### config.mk
export PLATFORM = sky130hd
export DESIGN_NAME = add_rc_slice_stage_flat
export DESIGN_NICKNAME = d
export VERILOG_FILES = /design/src/rtl/add_rc_slice_stage_if.sv /design/src/rtl/add_rc_slice_stage.sv /design/src/flat_wrapper.sv
export SDC_FILE = /design/constraint.sdc
export NUM_CORES = 1
export LEC_CHECK = 0
export ABC_AREA = 1
export CAP_MARGIN = 20
export CORE_MARGIN = 2
export CORE_UTILIZATION = 35
export CTS_CLUSTER_DIAMETER = 50
export DETAILED_ROUTE_END_ITERATION = 8
export HOLD_SLACK_MARGIN = 0.1
export PLACE_DENSITY = 0.76
export SLEW_MARGIN = 10
export SYNTH_ARGS = -nofsm -noshare
export SYNTH_HDL_FRONTEND = slang
export SYNTH_SLANG_ARGS = --single-unit
### constraint.sdc
create_clock -name clk -period 1.6 [get_ports clk]
set_input_delay 0.24 -clock clk [delete_from_list [all_inputs] [get_ports clk]]
set_output_delay 0.24 -clock clk [all_outputs]
set_load 0.05 [all_outputs]
### src/rtl/add_rc_slice_stage_if.sv
// add_rc_slice_stage_if: signals linking the iota stage to the round controller, RC reader and slice memory
// start/round: round request in; done/err/busy: status out
// rc_in/rc_ld/rc_line/rc_en_cnt: RC file reader link
// slice_addr/slice_in/slice_out/slice_we: slice memory port (asynchronous read)
interface add_rc_slice_stage_if #(parameter int N = 25, parameter int AW = 6);
   logic          start;
   logic [4:0]    round;
   logic [N-1:0]  rc_in;
   logic          rc_ld;
   logic [6:0]    rc_line;
   logic          rc_en_cnt;
   logic [AW-1:0] slice_addr;
   logic [N-1:0]  slice_in;
   logic [N-1:0]  slice_out;
   logic          slice_we;
   logic          busy;
   logic          done;
   logic          err;
   modport slave (
      input  start, round, rc_in, slice_in,
      output rc_ld, rc_line, rc_en_cnt, slice_addr, slice_out, slice_we, busy, done, err
   );
   modport master (
      output start, round, rc_in, slice_in,
      input  rc_ld, rc_line, rc_en_cnt, slice_addr, slice_out, slice_we, busy, done, err
   );
endinterface

### src/rtl/add_rc_slice_stage.sv
// add_rc_slice_stage: loads a round's RC mask from the reader and XORs it into every state slice
// clk: rising-edge clock; rst: asynchronous active-high reset
// bus (slave): start/round request, done/err/busy status, RC reader link, slice memory port
module add_rc_slice_stage #(
   parameter int N      = 25,
   parameter int SLICES = 64,
   parameter int ROUNDS = 24,
   parameter int AW     = 6
) (
   input  logic                 clk,
   input  logic                 rst,
   add_rc_slice_stage_if.slave  bus
);
   typedef enum logic [2:0] {IDLE, LOAD, WAIT, RUN, DONE} state_t;
   state_t        r_state, w_next;
   logic [4:0]    r_round;
   logic [N-1:0]  r_rc;
   logic [AW-1:0] r_addr;
   logic [6:0]    r_line;
   logic          r_err;
   logic          w_legal, w_last;
   assign w_legal = int'(bus.round) < ROUNDS;
   assign w_last  = r_addr == AW'(SLICES - 1);
   always_ff @(posedge clk or posedge rst)
      if (rst) r_state <= IDLE;
      else     r_state <= w_next;
   always_comb
      w_next = r_state == IDLE ? (bus.start ? (w_legal ? LOAD : DONE) : IDLE) :
               r_state == LOAD ? WAIT :
               r_state == WAIT ? RUN :
               r_state == RUN  ? (w_last ? DONE : RUN) : IDLE;
   always_ff @(posedge clk or posedge rst)
      if (rst) begin
         r_round <= '0;
         r_rc    <= '0;
         r_addr  <= '0;
         r_line  <= '0;
         r_err   <= 1'b0;
      end else begin
         if (r_state == IDLE && bus.start) begin
            r_err <= !w_legal;
            if (w_legal) r_round <= bus.round;
         end
         if (r_state == LOAD) r_line <= 7'(r_round) + 7'd1;
         if (r_state == WAIT) r_rc <= bus.rc_in;
         // addr is already 0 on entry to RUN; it returns to 0 after the last slice
         if (r_state == RUN) r_addr <= w_last ? '0 : r_addr + AW'(1);
      end
   // rc_line must be valid during LOAD itself, so it is derived combinationally there
   // and held from the register elsewhere
   always_comb begin
      bus.rc_ld      = r_state == LOAD;
      bus.rc_line    = r_state == LOAD ? 7'(r_round) + 7'd1 : r_line;
      bus.rc_en_cnt  = r_state == RUN;
      bus.slice_we   = r_state == RUN;
      bus.slice_addr = r_addr;
      bus.slice_out  = bus.slice_in ^ r_rc;
      bus.busy       = r_state != IDLE;
      bus.done       = r_state == DONE;
      bus.err        = r_state == DONE && r_err;
   end
endmodule
### src/flat_wrapper.sv
// flat-port wrapper written by rule: the top's interface ports become plain ports
module add_rc_slice_stage_flat 
#(
   parameter int N      = 25,
   parameter int SLICES = 64,
   parameter int ROUNDS = 24,
   parameter int AW     = 6
)
  (clk, rst, bus_start, bus_round, bus_rc_in, bus_slice_in, bus_rc_ld, bus_rc_line, bus_rc_en_cnt, bus_slice_addr, bus_slice_out, bus_slice_we, bus_busy, bus_done, bus_err);
  add_rc_slice_stage_if #(.N(N), .AW(AW)) bus_i ();
  input  logic clk;
  input  logic rst;
  input wire logic [$bits(bus_i.start)-1:0] bus_start;
  input wire logic [$bits(bus_i.round)-1:0] bus_round;
  input wire logic [$bits(bus_i.rc_in)-1:0] bus_rc_in;
  input wire logic [$bits(bus_i.slice_in)-1:0] bus_slice_in;
  output wire logic [$bits(bus_i.rc_ld)-1:0] bus_rc_ld;
  output wire logic [$bits(bus_i.rc_line)-1:0] bus_rc_line;
  output wire logic [$bits(bus_i.rc_en_cnt)-1:0] bus_rc_en_cnt;
  output wire logic [$bits(bus_i.slice_addr)-1:0] bus_slice_addr;
  output wire logic [$bits(bus_i.slice_out)-1:0] bus_slice_out;
  output wire logic [$bits(bus_i.slice_we)-1:0] bus_slice_we;
  output wire logic [$bits(bus_i.busy)-1:0] bus_busy;
  output wire logic [$bits(bus_i.done)-1:0] bus_done;
  output wire logic [$bits(bus_i.err)-1:0] bus_err;
  assign bus_i.start = bus_start;
  assign bus_i.round = bus_round;
  assign bus_i.rc_in = bus_rc_in;
  assign bus_i.slice_in = bus_slice_in;
  assign bus_rc_ld = bus_i.rc_ld;
  assign bus_rc_line = bus_i.rc_line;
  assign bus_rc_en_cnt = bus_i.rc_en_cnt;
  assign bus_slice_addr = bus_i.slice_addr;
  assign bus_slice_out = bus_i.slice_out;
  assign bus_slice_we = bus_i.slice_we;
  assign bus_busy = bus_i.busy;
  assign bus_done = bus_i.done;
  assign bus_err = bus_i.err;
  add_rc_slice_stage #(.N(N), .SLICES(SLICES), .ROUNDS(ROUNDS), .AW(AW)) u_core (.clk(clk), .rst(rst), .bus(bus_i));
endmodule
==> results of run 1 <==
-- metrics by stage --
stage,setup WS [ns],area [sq um]
final,-0.183,4150
after global routing,-0.261,4150
after CTS,-0.134,4040
after detailed placement,0.0281,3710
after global placement,0.127,3710
after floorplan,-0.164,2230
-- critical path, cell delays in order (launching register included) --
cell	delay, ns
dfrtp_1	0.44
ha_4	0.18
nand3_2	0.08
xor2_1	0.16
o21ai_2	0.21
buf_12	0.16
-- power groups by stage --
stage	logic [mW]	registers, mW	clock network (mW)
2_1_floorplan	3.09	2.32	0
3_3_place_gp	6.07	2.14	0
4_1_cts	6.56	2.15	1.06
5_1_grt	7.16	2.24	1.11
3_5_place_dp	6.17	2.16	0
6_report	6.83	2.18	1.03
-- synthesized netlist by cell type --
master / n / area (sq um)
dfrtp_1: 47 / 1180
o21ai_0: 29 / 145
inv_1: 36 / 135
nor4_1: 1 / 6.26
nor2_4: 2 / 22.5
nor2_2: 1 / 6.26
buf_4: 2 / 15.0
xor2_1: 26 / 228
nand4_1: 2 / 12.5
nor3_1: 1 / 5.00
o21ai_1: 1 / 5.00
clkbuf_2: 1 / 5.00
ha_1: 2 / 25.0
a21oi_1: 3 / 15.0
buf_2: 4 / 20.0
nand2_1: 57 / 214
inv_2: 1 / 3.75
nand3_1: 15 / 75.1
nand3b_1: 1 / 7.51
o31ai_1: 1 / 7.51
xnor2_1: 3 / 26.3
nor2_1: 6 / 22.5
nand2_2: 1 / 6.26
nand3_2: 2 / 20.0
-- cells by family (layout without fill, tap and decap cells) --
family / Yosys count / in the layout / share of synthesized area [%]
AOI/OAI and AO/OA: 34 / 34 / 7.83
DFF: 47 / 47 / 53.3
buffers and inverters: 44 / 173 / 8.12
xor gates and xnor gates: 29 / 29 / 11.5
and+or+nand+nor: 89 / 89 / 18.0
adders and majority gates: 2 / 2 / 1.13
-- routing by layer --
layer / routed length (microns) / share of wire, %
met5: 0 / 0
met4: 116 / 2.0
met3: 340 / 5.8
met2: 2990 / 51
met1: 2450 / 41
-- sequential cells by signal (all words and copies together), names as in the netlist --
signal,cells
u_core.bus.slice_addr,6
u_core.r_err,1
u_core.r_line,7
u_core.r_rc,25
u_core.r_round,5
u_core.r_state,3
-- worst max path at each step --
stage,startpoint,to,slack [ns],cells past startpoint
after floorplan,u_core.r_state[1]$_DFF_PP0_,bus_done,-0.16,1
after global placement,u_core.r_state[2]$_DFF_PP0_,bus_rc_line[3],0.13,7
after detailed placement,u_core.r_state[1]$_DFF_PP0_,bus_rc_line[3],0.03,7
after CTS,u_core.r_round[0]$_DFFE_PP0P_,bus_rc_line[4],-0.13,5
after global routing,u_core.r_round[0]$_DFFE_PP0P_,bus_rc_line[4],-0.26,5
final,u_core.r_round[1]$_DFFE_PP0P_,bus_rc_line[4],-0.18,5
-- cell type report --
class                           instances  share of cell area (%)
Timing Repair Buffer                  128                    39.0
Sequential cell                        47                    28.4
Multi-Input combinational cell        154                    23.4
Inverter                               37                    3.62
Tap cell                               75                    2.26
Clock buffer                            5                    1.66
Clock inverter                          3                    1.63
-- what timing repair did --
item	in CTS	in global routing
gates resized for setup	21	13
pin swaps	4	4
setup buffers	13	8
cloned	1	0
endpoints found under the setup margin	10	12
==> results.yml, run 1 <==
status:
  status: "finished with violations"
  violations: "setup timing"
sta:
  slew_violations: 0
  rsz0062_at_grt: "yes"
  timing.final.crit_share_pct: 111
  clock-skew-final_ns: 0.00571
  relSlewSlack_pct: 79.8
  setup_viol_count_final: 8
  max_freq_mhz: 561
  hold_viol: 0
  period_minus_slack_ns: 1.78
  fin_setup_tns_ns: -0.731
  setup_ws_ns: -0.183
  tightest_slew_ns: 0.303
  hold_slack_ns: 0.296
drt:
  drtPass1Iterations: 4
  vias: 2092
  post_drt_wl_per_cell_microns: 13.1
  route.detailed.drc: 0
  drtAntennaViolNets: 0
  vias_per_cell: 4.66
  wl_mm: 5.90
  drt_iter0_markers: 55
global_routing:
  use_met1_pct: 20.9
  use_met3_pct: 4.17
  gr-max-usage-layer: "met2"
  antenna_found_initial: 0
  grt_pass1_wl_mm: 9.56
  grt_util_all_layers_pct: 16.8
  grt_use_met2_pct: 28.8
  grt_overflow_total: 0
  grt_pass1_vias: 2021
  grt_max_degree: 53
power:
  ir_worst_vdd_v: 0.00155
  leakagePower_nw: 1.99
  power.total_mw: 10.0
  power_frac_comb_pct: 68.1
  p_clk_share_pct: 10.2
  cell_internal_pwr_mw: 5.45
  seqPwrFrac_pct: 21.7
  p_per_area_nw_per_um2: 2420
  switching_share_pct: 45.7
  p_sw_mw: 4.58
clock_tree:
  ctsHoldBuffers: 0
  clock-root-buffer: "clkbuf_8"
  cts.sinks: 47
  cts_inserted_buffers: 5
  cts_tree: "yes"
  htree_num_levels: 2
  clk_pin_slew_worst_paths_ns: 0.09
  clk_path_buf_depth: 2
  clock_latency_ns: 0.30
floorplan:
  die_height_microns: 83.4
  placementRows: 28
  pin_count: 102
  die_x_microns: 83.4
  initial_core_util_pct: 36.8
  die_area_sq_um: 6950
  core-area_sq_um: 5990
critical_path:
  reg2reg_to: "u_core.r_round[1]$_DFFE_PP0P_"
  crit_arrival_ns: 1.54
  rr_worst_depth: 9
  rrSetupSlack_ns: 0.14
  endpoint_kind: "output pin"
  r2r-start: "u_core.r_state[2]$_DFF_PP0_"
  critical_path_required_ns: 1.36
  cp-start-kind: "flip-flop"
  worstSetupPathType: "flip-flop to output pin"
  cp_max_fo: 3
placed_design:
  port_buffers: 101
  dp.cells: 420
  dp_hpwl_mm: 4.11
  place_congestion: 0.774
yosys:
  syn_inst: 245
  yosysUniqueCellTypes: 24
  ys_seq_elements: 47
  avgSynthCellArea_sq_um: 9.00
  yosysWarnings: 0
  syn_area_sq_um: 2200
  synth_nets: 305
  yosysSeqAreaShare_pct: 53.3
min_path:
  hp-class: "input port to asynchronous set/reset pin"
job:
  max_cap_violations: 0
layout:
  fin_cells: 449
  antenna_cells_inserted: 0
  final_common_cell: "clkdlybuf4s50_1"
  utilization_pct: 69.2
  multiInputGateArea_sq_um: 972
  fillers: 429
  area_growth_pct: 88.1
  register_area_sq_um: 1180
  drive_above_1_share_pct: 28.3
  final_cell_mix: "clkdlybuf4s50_1 (57), nand2_1 (51), dfrtp_1 (47)"
  nNetsFinal: 433
(Power assumes the default switching activity.)
==> run 2, diff against run 1 <==
Settings changed: CTS_CLUSTER_SIZE from default to 40.
==> results of run 2 <==
Final layout, timing and power as in run 1 (identical DEF).
==> run 3, diff against run 2 <==
Settings changed: ABC_AREA 1 to default, PLACE_DENSITY 0.76 to 0.81.
==> run 3 against run 2 <==
Clock power fell by 14%. The flow still finishes with violations (setup timing). Global-route usage fell by 1.2 points. Sequential share of layout area rose by 0.10 points. Critical endpoint is now bus_rc_line[5]. Critical path type unchanged.
==> results.yml, run 3 <==
power:
  seqPwrFrac_pct: 24.7
  p_sw_mw: 3.51
  cell_internal_pwr_mw: 4.73
  ir_worst_vdd_v: 0.00135
  p_clk_share_pct: 10.7
  power.total_mw: 8.24
  p_per_area_nw_per_um2: 1990
  leakagePower_nw: 1.82
  power_frac_comb_pct: 64.6
  switching_share_pct: 42.6
global_routing:
  grt_util_all_layers_pct: 15.6
  grt_pass1_wl_mm: 8.07
  grt_max_degree: 26
  grt_pass1_vias: 1676
  grt_overflow_total: 0
  antenna_found_initial: 0
floorplan:
  initial_core_util_pct: 36.4
  placementRows: 28
  die_area_sq_um: 6840
  core-area_sq_um: 5960
  die_height_microns: 82.7
  pin_count: 102
  die_x_microns: 82.7
yosys:
  synth_ff_type: "dfrtp_1"
  synth_edf_count: 0
  synthArstFlopShare_pct: 100
  synth_largest_area_cell: "dfrtp_1"
  synth_top_area_share_pct: 54.2
  yosysWarnings: 0
  synth_nets: 234
  yosys-top-cells-count: "dfrtp_1 (47), xor2_1 (27), mux2_2 (25)"
  syn_inst: 174
  ys_seq_elements: 47
  yosysSeqAreaShare_pct: 54.2
  yosysMostFrequentCell: "dfrtp_1"
  yosysUniqueCellTypes: 32
  syn_area_sq_um: 2170
  avgSynthCellArea_sq_um: 12.5
  ys_top_cells_by_area: "dfrtp_1 (54%), mux2_2 (13%), xor2_1 (11%)"
layout:
  drive_above_1_share_pct: 43.3
  fin_cells: 380
  area_growth_pct: 90.4
  top_register: "u_core.r_rc"
  largest_register_ffs: 25
  fillers: 411
  antenna_cells_inserted: 0
  final_cell_mix: "clkdlybuf4s50_1 (57), dfrtp_1 (47), buf_12 (39)"
  utilization_pct: 69.4
  final_common_cell: "clkdlybuf4s50_1"
  postLayoutCellArea_sq_um: 4130
  nNetsFinal: 364
sta:
  timing.final.crit_share_pct: 117
  tightest_slew_ns: 0.330
  clock-skew-final_ns: 0.00330
  max_freq_mhz: 534
  period_minus_slack_ns: 1.87
  setup_viol_count_final: 37
  rsz0062_at_grt: "yes"
  hold_slack_ns: 0.301
  hold_viol: 0
  slew_violations: 0
  relSlewSlack_pct: 78.0
  setup_ws_ns: -0.274
  fin_setup_tns_ns: -3.37
drt:
  post_drt_wl_per_cell_microns: 14.8
  route.detailed.drc: 0
  vias_per_cell: 4.73
  drt_iter0_markers: 35
  drtPass1Iterations: 4
  drtAntennaViolNets: 0
  vias: 1797
  wl_mm: 5.63
critical_path:
  crit_arrival_ns: 1.63
  r2r-start: "u_core.r_state[0]$_DFF_PP0_"
  endpoint_kind: "output pin"
  worstSetupPathType: "flip-flop to output pin"
  critical_path_required_ns: 1.36
  rr_worst_depth: 5
  cp-start-kind: "flip-flop"
  rrSetupSlack_ns: -0.18
  cp_max_fo: 6
  reg2reg_to: "u_core.r_round[0]$_DFFE_PP0P_"
placed_design:
  dp_slack_ns: -0.185
  dp.cells: 357
  post_dp_cell_area_sq_um: 3760
  port_buffers: 101
  place_congestion: 0.755
  dp_hpwl_mm: 4.04
min_path:
  hp-class: "input port to asynchronous set/reset pin"
job:
  max_cap_violations: 0
clock_tree:
  clock-root-buffer: "clkbuf_8"
  ctsHoldBuffers: 0
  clk_pin_slew_worst_paths_ns: 0.08
  cts_tree: "yes"
  cts_inserted_buffers: 5
  clock_latency_ns: 0.28
  cts.sinks: 47
  clk_path_buf_depth: 2
  htree_num_levels: 2
status:
  status: "finished with violations"
  violations: "setup timing"
-- run 3: worst max path at each step --
stage | from | end | depth (start not counted)
6_report | u_core.r_state[1]$_DFF_PP0_ | bus_rc_line[5] | 4
5_1_grt | u_core.r_state[1]$_DFF_PP0_ | bus_rc_line[3] | 4
4_1_cts | u_core.r_state[1]$_DFF_PP0_ | bus_rc_line[3] | 5
3_5_place_dp | bus_start | u_core.r_round[0]$_DFFE_PP0P_ | 4
3_3_place_gp | bus_start | u_core.r_round[2]$_DFFE_PP0P_ | 4
2_1_floorplan | u_core.r_state[0]$_DFF_PP0_ | u_core.r_round[0]$_DFFE_PP0P_ | 5
-- run 3: per-layer routing --
layer	up-vias	global-route usage (%)	wire (microns)
li1	855	-	-
met5	-	0	0
met3	2	5.11	516
met4	0	2.46	15
met2	71	26.7	2940
met1	869	19.6	2170
-- run 3: cell families after synthesis --
group	synth area share (%)
flops	54.2
simple gates	9.17
mux	15.1
xor+xnor	12.1
fa+ha+maj	1.15
buf+inv	2.71
compound gates	5.59
-- run 3: worst max-delay path, cell delays in order (launching register included) --
cell and delay (ns):
dfrtp_1 0.40, or3b_4 0.48, nor2_2 0.12, a32o_2 0.21, buf_12 0.14
-- run 3: layout make-up --
cell class              instances  area [sq um]  area share, %
repair buffers                128          1660           40.3
flip-flops and latches         47          1180           28.5
multi-input cells             118          1060           25.6
well taps                      75          93.8           2.27
clock buffers                   6          82.6           2.00
clock inverters                 2          35.0          0.848
inverters                       4          22.5          0.545
-- run 3: what timing repair did --
item,in CTS,in global routing
gates cloned,1,3
pin swaps,11,5
setup buffers,10,2
resized for setup,19,6
setup endpoints to repair,13,40
-- run 3: power groups by stage --
stage                     Combinational (mW)  Sequential, mW  Clock (mW)
after detailed placement                5.18            2.05           0
after floorplan                         2.52            2.24           0
final                                   5.32            2.04       0.884
after global routing                    5.57            2.11       0.970
after global placement                  5.10            2.02           0
after CTS                               5.28            2.03       0.911
==> patch 1, RTL diff (config.mk and constraints of run 2) <==
The 5 states of `state_t` get a Gray code encoding in 3 bits.
--- a/src/rtl/add_rc_slice_stage.sv
+++ b/src/rtl/add_rc_slice_stage.sv
@@ -12,5 +12,5 @@
    add_rc_slice_stage_if.slave  bus
 );
-   typedef enum logic [2:0] {IDLE, LOAD, WAIT, RUN, DONE} state_t;
+   typedef enum logic [2:0] {IDLE = 3'b000, LOAD = 3'b001, WAIT = 3'b011, RUN = 3'b010, DONE = 3'b110} state_t;
    state_t        r_state, w_next;
    logic [4:0]    r_round;
Behaviour: no difference found for any inputs over 10 cycles, from zero or initial values and one cycle with rst high; not proved beyond that.
==> patch 1 against run 2 <==
The flow still finishes with violations (negative setup slack); maximum frequency decreased by 0.17%; clock power down 33%; sequential cell count stayed put; area after synthesis is 1.3% higher; clock skew rose by 0.0039 ns; core utilization fell by 3.9 points; design area fell by 1.2%; routed wire length is 4.5% lower; sequential power rose by 2%; setup slack worse by 0.0031 ns; combinational power is 3.7% lower; total power decreased by 5.4%; die area rose by 1.2%; critical path type unchanged; largest cell class unchanged; highest routed layer unchanged.
==> patch 1: results (changes against run 2) <==
====================================================================================
Setup TNS after final layout                                               -0.602 ns   was -0.731 ns
Number of vias after detailed routing                                           1847   was 2092
Setup slack after layout                                                   -0.186 ns   was -0.183 ns
Compound-cell area share of the yosys netlist                                  2.35%   was 7.83%
Portion of netlist area occupied by mux cells                                  16.0%   was 0%
Avg Synthesized Cell Area                                                  11.5 um^2   was 9.00 um^2
Placed wire-length estimate                                                  4090 um   was 4110 um
Post-Synthesis Net Count                                                         254   was 305
Adder-cell area share of the yosys netlist                                     1.12%   was 1.14%
Drt wl/cell                                                                  14.1 um   was 13.1 um
Top cells by area, synth                                                sky130_fd_sc_hd__dfrtp_1, sky130_fd_sc_hd__mux2_4, sky130_fd_sc_hd__xor2_1   was sky130_fd_sc_hd__dfrtp_1, sky130_fd_sc_hd__xor2_1, sky130_fd_sc_hd__nand2_1
Met1 track demand over resource in global routing                              20.8%   was 20.9%
Run status                                                              complete, but fails checks   unchanged
Skew final                                                                0.00958 ns   was 0.00571 ns
RePlAce Congestion                                                             0.780   was 0.774
Global-route total usage across every layer                                    16.6%   was 16.8%
Post-place instance area                                                   3780 um^2   was 3710 um^2
Peak ir drop on the vdd network                                              1.58 mV   was 1.55 mV
Final setup viols                                                                  5   was 8
Sequential element share of the synthesized area                               52.7%   was 53.3%
Worst-margin pin slew                                                       0.274 ns   was 0.303 ns
Violated checks                                                         negative setup slack   unchanged
Worst Path Max Fanout                                                              3   unchanged
Unique cell type count in the Yosys netlist                                       22   was 24
Parity-gate share of the synthesized area counting xor and xnor cells          11.4%   was 11.5%
Wire length of the first global-routing pass                                 9330 um   was 9560 um
Initial detailed-routing violation count                                          66   was 55
Number of fill cells in the layout                                               476   was 429
Proportion of layout cells with a drive suffix above 1                         39.4%   was 28.3%
Commonest cells in the synthesized netlist                              sky130_fd_sc_hd__dfrtp_1, sky130_fd_sc_hd__nand2_1, sky130_fd_sc_hd__xor2_1, sky130_fd_sc_hd__mux2_4   was sky130_fd_sc_hd__nand2_1, sky130_fd_sc_hd__dfrtp_1, sky130_fd_sc_hd__inv_1, sky130_fd_sc_hd__o21ai_0, sky130_fd_sc_hd__xor2_1
Global routing usage on met2                                                   28.5%   was 28.8%
Fraction of met3 tracks used by global routing                                 4.55%   was 4.17%
Leakage component of the power                                               1.94 nW   was 1.99 nW
====================================================================================
-- patch 1: changes by cell type in the layout (fill, tap and decap cells not counted), moves of 3 or more --
cell                       change
sky130_fd_sc_hd__clkinv_2      +3
sky130_fd_sc_hd__inv_1        -23
sky130_fd_sc_hd__mux2_2        +5
sky130_fd_sc_hd__mux2_4       +20
sky130_fd_sc_hd__nand2_1      -22
sky130_fd_sc_hd__nand3_1       -3
sky130_fd_sc_hd__nor2_1        +3
sky130_fd_sc_hd__o21ai_0      -23
-- patch 1: worst paths after layout --
path	startpoint	cells after the start	to	slack [ns]
max	u_core.r_round[1]	5	bus_rc_line[2]	-0.19
min	rst	3	u_core.r_line[4]	0.30
max reg2reg	u_core.r_state[2]	5	u_core.r_rc[21]	0.09
min reg2reg	u_core.r_line[1]	2	u_core.r_line[1]	0.53
max in group asynchronous	rst	3	u_core.r_round[2]	1.07
min in group clk	bus_round[2]	3	u_core.r_round[2]	0.49
-- patch 1: kinds of logic after synthesis --
kind of cell	Yosys count
AOI/OAI and AO/OA	10
xor gates and xnor gates	29
adders and majority gates	2
buffers and inverters	17
DFF	47
muxes	25
and+or+nand+nor	64
-- patch 1: timing repair --
action / 4_1_cts / 5_1_grt
pin swaps: 4 / 10
gates cloned: 0 / 0
gates resized for setup: 17 / 13
buffers inserted: 8 / 6
endpoints found under the setup margin: 12 / 12
-- patch 1: layout make-up --
class	count	area, um^2	area share, %
Inverter	13	53.8	1.31
Tap cell	77	96.3	2.35
Clock inverter	3	15.0	0.366
Sequential cell	47	1180	28.7
Clock buffer	5	68.8	1.68
Multi-Input combinational cell	130	1100	26.9
Timing Repair Buffer	124	1590	38.7
-- patch 1: worst max-delay path, cell delays in order (launching register included) --
cell and delay, ns:
sky130_fd_sc_hd__dfrtp_1 0.42, sky130_fd_sc_hd__ha_2 0.20, sky130_fd_sc_hd__buf_4 0.15, sky130_fd_sc_hd__xnor2_4 0.13
sky130_fd_sc_hd__o21ai_4 0.19, sky130_fd_sc_hd__buf_12 0.16
-- patch 1: power by group --
group / internal (mW) / leakage, nW / switching (mW) / total (mW)
clock: 0.300 / 0.0477 / 0.392 / 0.692
combinational: 3.17 / 1.33 / 3.40 / 6.58
sequential: 1.76 / 0.563 / 0.469 / 2.22
-- patch 1: metal layers --
metal	wire, um	part of all wire, %
met4	59	1.0
met2	2860	51
met3	338	6.0
met5	0	0
met1	2370	42
==> patch 2, RTL diff (flow settings as in run 2) <==
Without the edit above. `N` is set to 25 in 3 places; all go to 50.
--- a/src/rtl/add_rc_slice_stage_if.sv
+++ b/src/rtl/add_rc_slice_stage_if.sv
@@ -3,5 +3,5 @@
 // rc_in/rc_ld/rc_line/rc_en_cnt: RC file reader link
 // slice_addr/slice_in/slice_out/slice_we: slice memory port (asynchronous read)
-interface add_rc_slice_stage_if #(parameter int N = 25, parameter int AW = 6);
+interface add_rc_slice_stage_if #(parameter int N = 50, parameter int AW = 6);
    logic          start;
    logic [4:0]    round;
--- a/src/rtl/add_rc_slice_stage.sv
+++ b/src/rtl/add_rc_slice_stage.sv
@@ -3,5 +3,5 @@
 // bus (slave): start/round request, done/err/busy status, RC reader link, slice memory port
 module add_rc_slice_stage #(
-   parameter int N      = 25,
+   parameter int N      = 50,
    parameter int SLICES = 64,
    parameter int ROUNDS = 24,
--- a/src/flat_wrapper.sv
+++ b/src/flat_wrapper.sv
@@ -2,5 +2,5 @@
 module add_rc_slice_stage_flat 
 #(
-   parameter int N      = 25,
+   parameter int N      = 50,
    parameter int SLICES = 64,
    parameter int ROUNDS = 24,
Ports: changed (resized bus_rc_in, bus_slice_in and bus_slice_out); port bits go from 102 to 177. The function was not compared with the original's and may differ.
==> patch 2 against run 2 <==
The run still ends with negative setup slack left; combinational power rose by 63%; die area rose by 62%; count of clock-buffer cells in the layout rose by 5; design area rose by 61%; setup slack got worse by 0.020 ns; routed wire length rose by 65%; register-to-register slack improved by 0.09 ns; clock power rose by 15%; area after synthesis rose by 65%; total power rose by 56%; sequential cell count rose by 25.
==> patch 2: results (changes against run 2) <==
===================================================================================
Power in the clock group                                                    1.18 mW   was 1.03 mW
Total area of sequential cells                                            1810 um^2   was 1180 um^2
Final setup viols                                                                 9   was 8
Placed wire-length estimate                                                 7320 um   was 4110 um
Data-path buffer share of cell area in the final layout                       40.0%   was 39.0%
Violated checks                                                        negative setup slack   unchanged
PostCTS Resize Cnt                                                               27   was 21
Share of final layout cell area taken by clock buffers and inverters          2.26%   was 3.29%
Clock Sink Count                                                                 72   was 47
P_comb                                                                      11.1 mW   was 6.83 mW
Post-Synthesis Net Count                                                        490   was 305
Sequential element share of the synthesized area                              49.4%   was 53.3%
Setup TNS after final layout                                               -1.44 ns   was -0.731 ns
Setup slack after layout                                                  -0.203 ns   was -0.183 ns
Area used by multi-input combinational logic                              1630 um^2   was 972 um^2
Largest net degree at the start of global routing                                54   was 53
Proportion of layout cells with a drive suffix above 1                        32.8%   was 28.3%
Clock buffer count in the final layout                                           10   was 5
Pwr dens                                                               2340 nW/um^2   was 2420 nW/um^2
Max reg flops                                                                    50   was 25
Layout Nets                                                                     692   was 433
Final-layout worst hold slack                                              0.208 ns   was 0.296 ns
Global-route total usage across every layer                                   17.7%   was 16.8%
Count of buffers inserted at the top-level ports                                176   was 101
Multi-input gates                                                               231   was 154
Cells on worst reg2reg path                                                       8   was 9
Repair and plain buffers                                                        203   was 128
Overall routed net length                                                   9730 um   was 5900 um
Number of inverters outside the clock class in the layout                        65   was 37
Run status                                                             complete, but fails checks   unchanged
Commonest cells in the synthesized netlist                             sky130_fd_sc_hd__nand2_1, sky130_fd_sc_hd__dfrtp_1, sky130_fd_sc_hd__inv_1, sky130_fd_sc_hd__xor2_1, sky130_fd_sc_hd__o21ai_2   was sky130_fd_sc_hd__nand2_1, sky130_fd_sc_hd__dfrtp_1, sky130_fd_sc_hd__inv_1, sky130_fd_sc_hd__o21ai_0, sky130_fd_sc_hd__xor2_1
===================================================================================
## patch 2: cell types whose count changed in the layout (fill, tap and decap cells not counted), moves of 4 or more
cell,before,now
sky130_fd_sc_hd__xor2_1,26,50
sky130_fd_sc_hd__dfrtp_1,47,69
sky130_fd_sc_hd__nand2_2,5,15
sky130_fd_sc_hd__o21ai_2,1,41
sky130_fd_sc_hd__inv_1,31,61
sky130_fd_sc_hd__nand2_4,2,7
sky130_fd_sc_hd__o21ai_0,26,8
sky130_fd_sc_hd__clkdlybuf4s50_1,57,107
sky130_fd_sc_hd__buf_4,26,20
sky130_fd_sc_hd__clkbuf_8,5,9
sky130_fd_sc_hd__nand2_1,51,68
sky130_fd_sc_hd__buf_12,39,68
## patch 2: layer usage
layer / wire length (um) / part of all wire, % / global-route usage [%] / up-vias
met5: 0 / 0 / 0 / -
met4: 123 / 1.3 / 5.17 / 0
met3: 653 / 6.7 / 4.29 / 14
met2: 5190 / 53 / 31.7 / 114
met1: 3760 / 39 / 21.2 / 1499
li1: - / - / - / 1558
